**config.mk**
```make
export PLATFORM = sky130hd
export DESIGN_NAME = booth_multiplier
export DESIGN_NICKNAME = d
export VERILOG_FILES = /design/src/rtl/booth_multiplier.sv
export SDC_FILE = /design/constraint.sdc
export NUM_CORES = 1
export LEC_CHECK = 0
export CORE_ASPECT_RATIO = 2
export CORE_MARGIN = 2
export CORE_UTILIZATION = 30
export CTS_CLUSTER_SIZE = 28
export DETAILED_ROUTE_END_ITERATION = 16
export GPL_TIMING_DRIVEN = 0
export PLACE_DENSITY_LB_ADDON = 0.05
export SYNTH_ARGS = -nofsm -noshare
export SYNTH_HDL_FRONTEND = slang
export SYNTH_SLANG_ARGS = --single-unit
```
**constraint.sdc**
```tcl
create_clock -name clock -period 5.7 [get_ports clock]
set_input_delay 1.14 -clock clock [delete_from_list [all_inputs] [get_ports clock]]
set_output_delay 1.14 -clock clock [all_outputs]
set_load 0.01 [all_outputs]
```
**src/rtl/booth_multiplier.sv**
```systemverilog
// booth_multiplier: sequential signed Booth multiplier with start/done handshake.
// Default build uses radix-2 recoding: N iterations, N+1 edges from start to done.
// Define BOOTH_RADIX4_EN for modified Booth radix-4: ceil(N/2) iterations, ceil(N/2)+1 edges.
// The product register only changes in FINISH, so it never exposes partial sums.

module booth_multiplier #(
   parameter int N = 4
) (
   input  logic                  clock,
   input  logic                  reset,
   input  logic                  start,
   input  logic [N-1:0]          multiplicand,
   input  logic [N-1:0]          multiplier,
   output logic signed [2*N-1:0] product,
   output logic                  done
);

`ifdef BOOTH_RADIX4_EN
   // Radix-4: two multiplier bits retired per iteration; the accumulator carries
   // two guard bits so that +-2A never overflows, and an odd-width multiplier
   // is sign-extended to an even width.
   localparam int ITER = (N + 1) / 2;
   localparam int AW   = N + 2;
   localparam int QW   = 2 * ITER;
   localparam int SH   = 2;
`else
   // Radix-2: one multiplier bit retired per iteration; a single guard bit in the
   // accumulator covers subtracting the most negative multiplicand.
   localparam int ITER = N;
   localparam int AW   = N + 1;
   localparam int QW   = N;
   localparam int SH   = 1;
`endif

   localparam int CW = (ITER < 2) ? 1 : $clog2(ITER);
   localparam int WW = AW + QW + 1;

   typedef enum logic [1:0] {
      IDLE   = 2'd0,
      CALC   = 2'd1,
      FINISH = 2'd2
   } state_t;

   state_t              state;
   state_t              state_next;
   logic [N-1:0]        a_reg;
   logic [AW-1:0]       acc;
   logic [QW-1:0]       q;
   logic                q_m1;
   logic [CW-1:0]       count;
   logic                accept;
   logic                last_iter;
   logic signed [AW-1:0] a_ext;
   logic [AW-1:0]       addend;
   logic [AW-1:0]       sum;
   logic signed [WW-1:0] shifted;

   assign accept    = start && !done;
   assign last_iter = (count == CW'(ITER - 1));
   assign a_ext     = AW'($signed(a_reg));

   // State register; reset aborts any operation in flight.
   always_ff @(posedge clock or negedge reset) begin
      if (!reset) begin
         state <= IDLE;
      end else begin
         state <= state_next;
      end
   end

   // Next-state logic: start is only honoured in IDLE and not while done is still high.
   always_comb begin
      state_next = state;
      case (state)
         IDLE:    if (accept) state_next = CALC;
         CALC:    if (last_iter) state_next = FINISH;
         FINISH:  state_next = IDLE;
         default: state_next = IDLE;
      endcase
   end

`ifdef BOOTH_RADIX4_EN
   // Booth radix-4 recoding of {Q1,Q0,Q-1} into 0, +-A or +-2A.
   always_comb begin
      addend = '0;
      case ({q[1], q[0], q_m1})
         3'b001, 3'b010: addend = a_ext;
         3'b011:         addend = {a_ext[AW-2:0], 1'b0};
         3'b100:         addend = -{a_ext[AW-2:0], 1'b0};
         3'b101, 3'b110: addend = -a_ext;
         default:        addend = '0;
      endcase
   end
`else
   // Booth radix-2 recoding of {Q0,Q-1} into 0 or +-A.
   always_comb begin
      addend = '0;
      case ({q[0], q_m1})
         2'b01:   addend = a_ext;
         2'b10:   addend = -a_ext;
         default: addend = '0;
      endcase
   end
`endif

   // One iteration: add the recoded partial product, then arithmetic-shift the whole
   // {acc, Q, Q-1} register right so the sign of the accumulator is preserved.
   always_comb begin
      sum     = acc + addend;
      shifted = $signed({sum, q, q_m1}) >>> SH;
   end

   // Datapath registers: operand capture, iteration and result publication.
   always_ff @(posedge clock or negedge reset) begin
      if (!reset) begin
         a_reg   <= '0;
         acc     <= '0;
         q       <= '0;
         q_m1    <= 1'b0;
         count   <= '0;
         product <= '0;
         done    <= 1'b0;
      end else begin
         done <= 1'b0;
         case (state)
            IDLE: begin
               if (accept) begin
                  a_reg <= multiplicand;
                  acc   <= '0;
                  q     <= QW'($signed(multiplier));
                  q_m1  <= 1'b0;
                  count <= '0;
               end
            end
            CALC: begin
               acc   <= shifted[WW-1:QW+1];
               q     <= shifted[QW:1];
               q_m1  <= shifted[0];
               count <= count + 1'b1;
            end
            FINISH: begin
               product <= (2*N)'({acc, q});
               done    <= 1'b1;
            end
            default: begin
               done <= 1'b0;
            end
         endcase
      end
   end

endmodule

```
# After elaboration in Yosys (flattened, before gate mapping)

Cells that the tools add are included.

Bits in registers: 27
Word-level logic and storage cells: 38

Muxes and demuxes: 13
$add $sub $neg: 3
Reductions and logical operators: 7
Equal/unequal tests: 7

Operator list:

| cell                                                 | count |
|---|---|
| case mux 5 bit (2 select lines)                      | 2 |
| case mux 2 bit (2 select lines)                      | 2 |
| case mux 4 bit (2 select lines)                      | 1 |
| equality test 2 bit (second input constant)          | 3 |
| 2-to-1 mux 2 bit                                     | 3 |
| AND reduction 2 bit                                  | 3 |
| adder 5 bit                                          | 1 |
| 2-to-1 mux 5 bit                                     | 1 |
| negation 4 -> 5 bit                                  | 1 |
| equality test 2 x 1 -> 1 bit (second input constant) | 2 |
| 2-to-1 mux 4 bit                                     | 1 |
| != test 2 bit (second input constant)                | 2 |
| adder 2 x 1 -> 2 bit (second input constant)         | 1 |
| logical NOT 2 bit                                    | 1 |
| 2-to-1 mux 1 bit                                     | 2 |
| case mux 1 bit (2 select lines)                      | 1 |
| nonzero test 2 bit                                   | 1 |
| logical AND 1 bit                                    | 1 |
| logical NOT 1 bit                                    | 1 |

# Depth between registers and ports, before layout

Depth after elaboration: 4
Depth in mapped cells: 11

# Worst setup path before layout

No wires, ideal clock.

Path type: register to register
Start point: register q[0]
End point: register acc[3]
Data arrival time: 1.950 ns
Path buffers: 0
Slack: 3.649 ns
Stages on the path, launching flop included: 10
Cells stage by stage: dfrtp_1 inv_1 ha_1 nor3_1 ha_1 fa_1 nand3_1 nand2_1 xnor2_1 o311ai_2

Word-level cells in the longest chain between the ends: 4

Ends and longest elaborated chain:

| element                                                                    | line | RTL |
|---|---|---|
| start, declared                                                            | 48   | `logic [QW-1:0] q;` |
| start signal, assigned                                                     | 130  | `q <= QW'($signed(multiplier));` |
| start signal, assigned                                                     | 137  | `q <= shifted[QW:1];` |
| equality test 2 bit / equality test 2 x 1 -> 1 bit (equally long branches) | 98   | `case ({q[0], q_m1})` |
| case mux 5 bit (2 select lines) *                                          | 98   |  |
| adder 5 bit *                                                              | 109  | `sum = acc + addend;` |
| case mux 5 bit (2 select lines) *                                          | 125  | `case (state)` |
| end signal, assigned                                                       | 136  | `acc <= shifted[WW-1:QW+1];` |
| end, declared                                                              | 47   | `logic [AW-1:0] acc;` |

Every way passes the cells marked *; elsewhere a longest branch is shown, timed or not.
A chain may end at the register's enable or synchronous reset.

# Worst setup path in the final report

Start point: input port start
End point: register q[1]

Word-level cells in the longest chain between the ends: 3

Ends and longest elaborated chain:

| element                              | line | RTL |
|---|---|---|
| start, declared                      | 11   | `input logic start,` |
| logical AND 1 bit                    | 58   | `assign accept = start && !done;` |
| != test 2 bit (no source line)       | --   |  |
| AND reduction 2 bit (no source line) | --   |  |

Every way passes these cells.

==> results.ini <==
[status]
outcome = completed

[power_and_ir_drop]
ir_drop_v = 0.000243
p_leak_nw = 0.736
p_per_area_mw_per_mm2 = 508
power_mw = 0.831

[floorplan]
rows = 34
core-area_sq_mm = 0.00434
dieArea_sq_mm = 0.00505
start_util = 0.309
ios = 20
die_w_microns = 51.3
die_h_microns = 98.6

[setup_path]
worstSetupStartpointType = input pin
cp_data_required_time_ns = 5.86
worstSetupStartpoint = start
endpoint_kind = register
critPathMaxFanout = 10
r2r-end = acc[3]
reg2reg_depth = 9
regToRegSetupSlack_ns = 3.44
cp.arrival_ns = 2.50
reg2reg_from = q[0]
crit_end = q[1]
path_class = input pin to register

[yosys]
synth_top_family_by_area = simple AND/OR/NAND/NOR gates
synthArstFlopShare = 1.00
synth-edff-count = 0
syn-num-nets = 138
synthTopCellsByCount = dfrtp_1 (26), nand2_1 (17), mux2_2 (10)
yosysSeqAreaShare = 0.485
yosys.area.top_type_share = 0.485
synth_area_leaders = dfrtp_1 (49%), mux2_2 (8.4%), ha_1 (7.5%), nand2_1 (4.8%), mux2i_1 (3.7%)
yosysWarnings = 0
ys_ff_latch = 26
yosys.area_share.simple = 0.133
synth.most_common_cell = dfrtp_1
syn_inst = 118
yosys.area_share.xor_xnor = 0.0261
synthFlopType = dfrtp_1
synth.area.mux_share = 0.121
synth_fa_ha_area_frac = 0.0896
synth_cell_types = 30
synth_area_sq_mm = 0.00134
synth_top_area_cell = dfrtp_1
synth_compound_area_frac = 0.118
avgSynthCellArea_sq_um = 11.4

[placement]
gp_congestion = 0.737
placed_area_sq_mm = 0.00160
port_buffers = 19
hpwl_microns = 2120

[clock_tree]
cts_tree = yes
cts_resized = 0
clkLatencyLatePin_ns = 0.27
cts_hold_buf = 0
clock-sinks = 26
path_clk_slew_ns = 0.09
root_buffer = clkbuf_8
cts_setup_buffers = 0
cts_buffer_depth = 2
cts_buffers = 3
htreeDepth = 1

[timing]
fin_hold_ws_ns = 0.484
skew_ns = 0.00464
min_period_ns = 2.34
tightest_slew_ns = 0.603
hold_viol = 0
drv_slew = 0
fin_crit_sh = 0.411
max_freq_mhz = 427
relSlewSlack = 0.598
rsz0062_at_grt = no
setup_viol = 0
tns_ns = 0

[final_layout]
largest_reg_flops = 8
syn_to_final_growth_pct = 21.9
antenna_cells = 0
top_register = product
fin_area_sq_mm = 0.00164
finalNetCount = 162
drive_above_1_share = 0.157

[global_route]
overflow = 0
antenna_found_initial = 0
grt_usage = 0.131
grt_pass1_vias = 1042
grt_first_pass_wirelength_microns = 4980
grt_max_degree = 27

[routing]
drtIter0Drc = 4
vias = 942
ant_nets = 0
drt-total-wl_microns = 2800
drc_errors = 0
detail_route.vias_per_cell = 4.86
wl_per_cell_microns = 14.4
drtPass1Iterations = 4

[worst_hold_path]
hold_path_class = register to register
min_path_cells = 2

[job]
drv_cap = 0

[worst min path at each step]
stage | slack (ns) | end | from
2_1_floorplan | 0.47 | q[0] | q[1]
4_1_cts | 0.49 | product[0] | product[0]
5_1_grt | 0.53 | product[6] | product[6]
6_report | 0.48 | product[0] | product[0]
3_5_place_dp | 0.47 | product[0] | product[0]
3_3_place_gp | 0.47 | product[0] | product[0]
[layer usage]
layer  part of all wire  track usage  vias to the layer above
li1                   -            -                      453
met1               0.41        0.156                      472
met2               0.55        0.224                       12
met3              0.020       0.0197                        5
met4              0.022       0.0607                        0
met5                  0            0                        -
[final cells by class]
cell class                      instances  area, sq um
Fill cell                             467         2700
Clock buffer                            3         41.3
Buffer                                  2         12.5
Timing Repair Buffer                   19          185
Multi-Input combinational cell         84          656
Tap cell                               54         67.6
Sequential cell                        26          651
Inverter                                6         22.5
[stage by stage]
stage,utilization,setup slack (ns),std cells
after global routing,0.377,3.21,194
after floorplan,-,3.65,118
after detailed placement,0.369,2.99,191
after CTS,0.378,3.29,194
after global placement,0.369,3.05,191
final,0.377,3.36,194
[logic make-up after synthesis]
kind of cell             Yosys count
AND/OR/NAND/NOR                   33
flip-flops                        26
AO/OA/AOI/OAI                     23
multiplexers                      15
adder cells (fa/ha/maj)            9
buffers and inverters              8
XOR/XNOR                           4
[power breakdown]
group	switching, mW	leakage [nW]	internal [mW]
logic	0.191	0.389	0.206
clock network	0.0583	0.0216	0.0474
registers	0.0623	0.326	0.266
total	0.311	0.736	0.519
[critical path, cell delays in order]
cell and delay (ns):
clkdlybuf4s50_1 0.50, nand2b_4 0.07, nor3_2 0.23, buf_4 0.27, mux2i_1 0.19, o21ai_0 0.09
[cells in the final DEF (no fill, tap or decap), drive strengths merged, types with 2 or more instances in the layout]
cell	Yosys	routed
dfrtp	26	26
clkdlybuf4s50	0	18
nand2	17	17
mux2	10	10
o21ai	9	9
ha	8	8
inv	6	6
nor2	6	6
mux2i	5	5
a21oi	5	5
xnor2	3	3
clkbuf	0	3
nor3	3	3
nand2b	3	3
buf	2	3
a21o	2	2
a22o	2	2
o22ai	2	2
(Power assumes the default switching activity.)
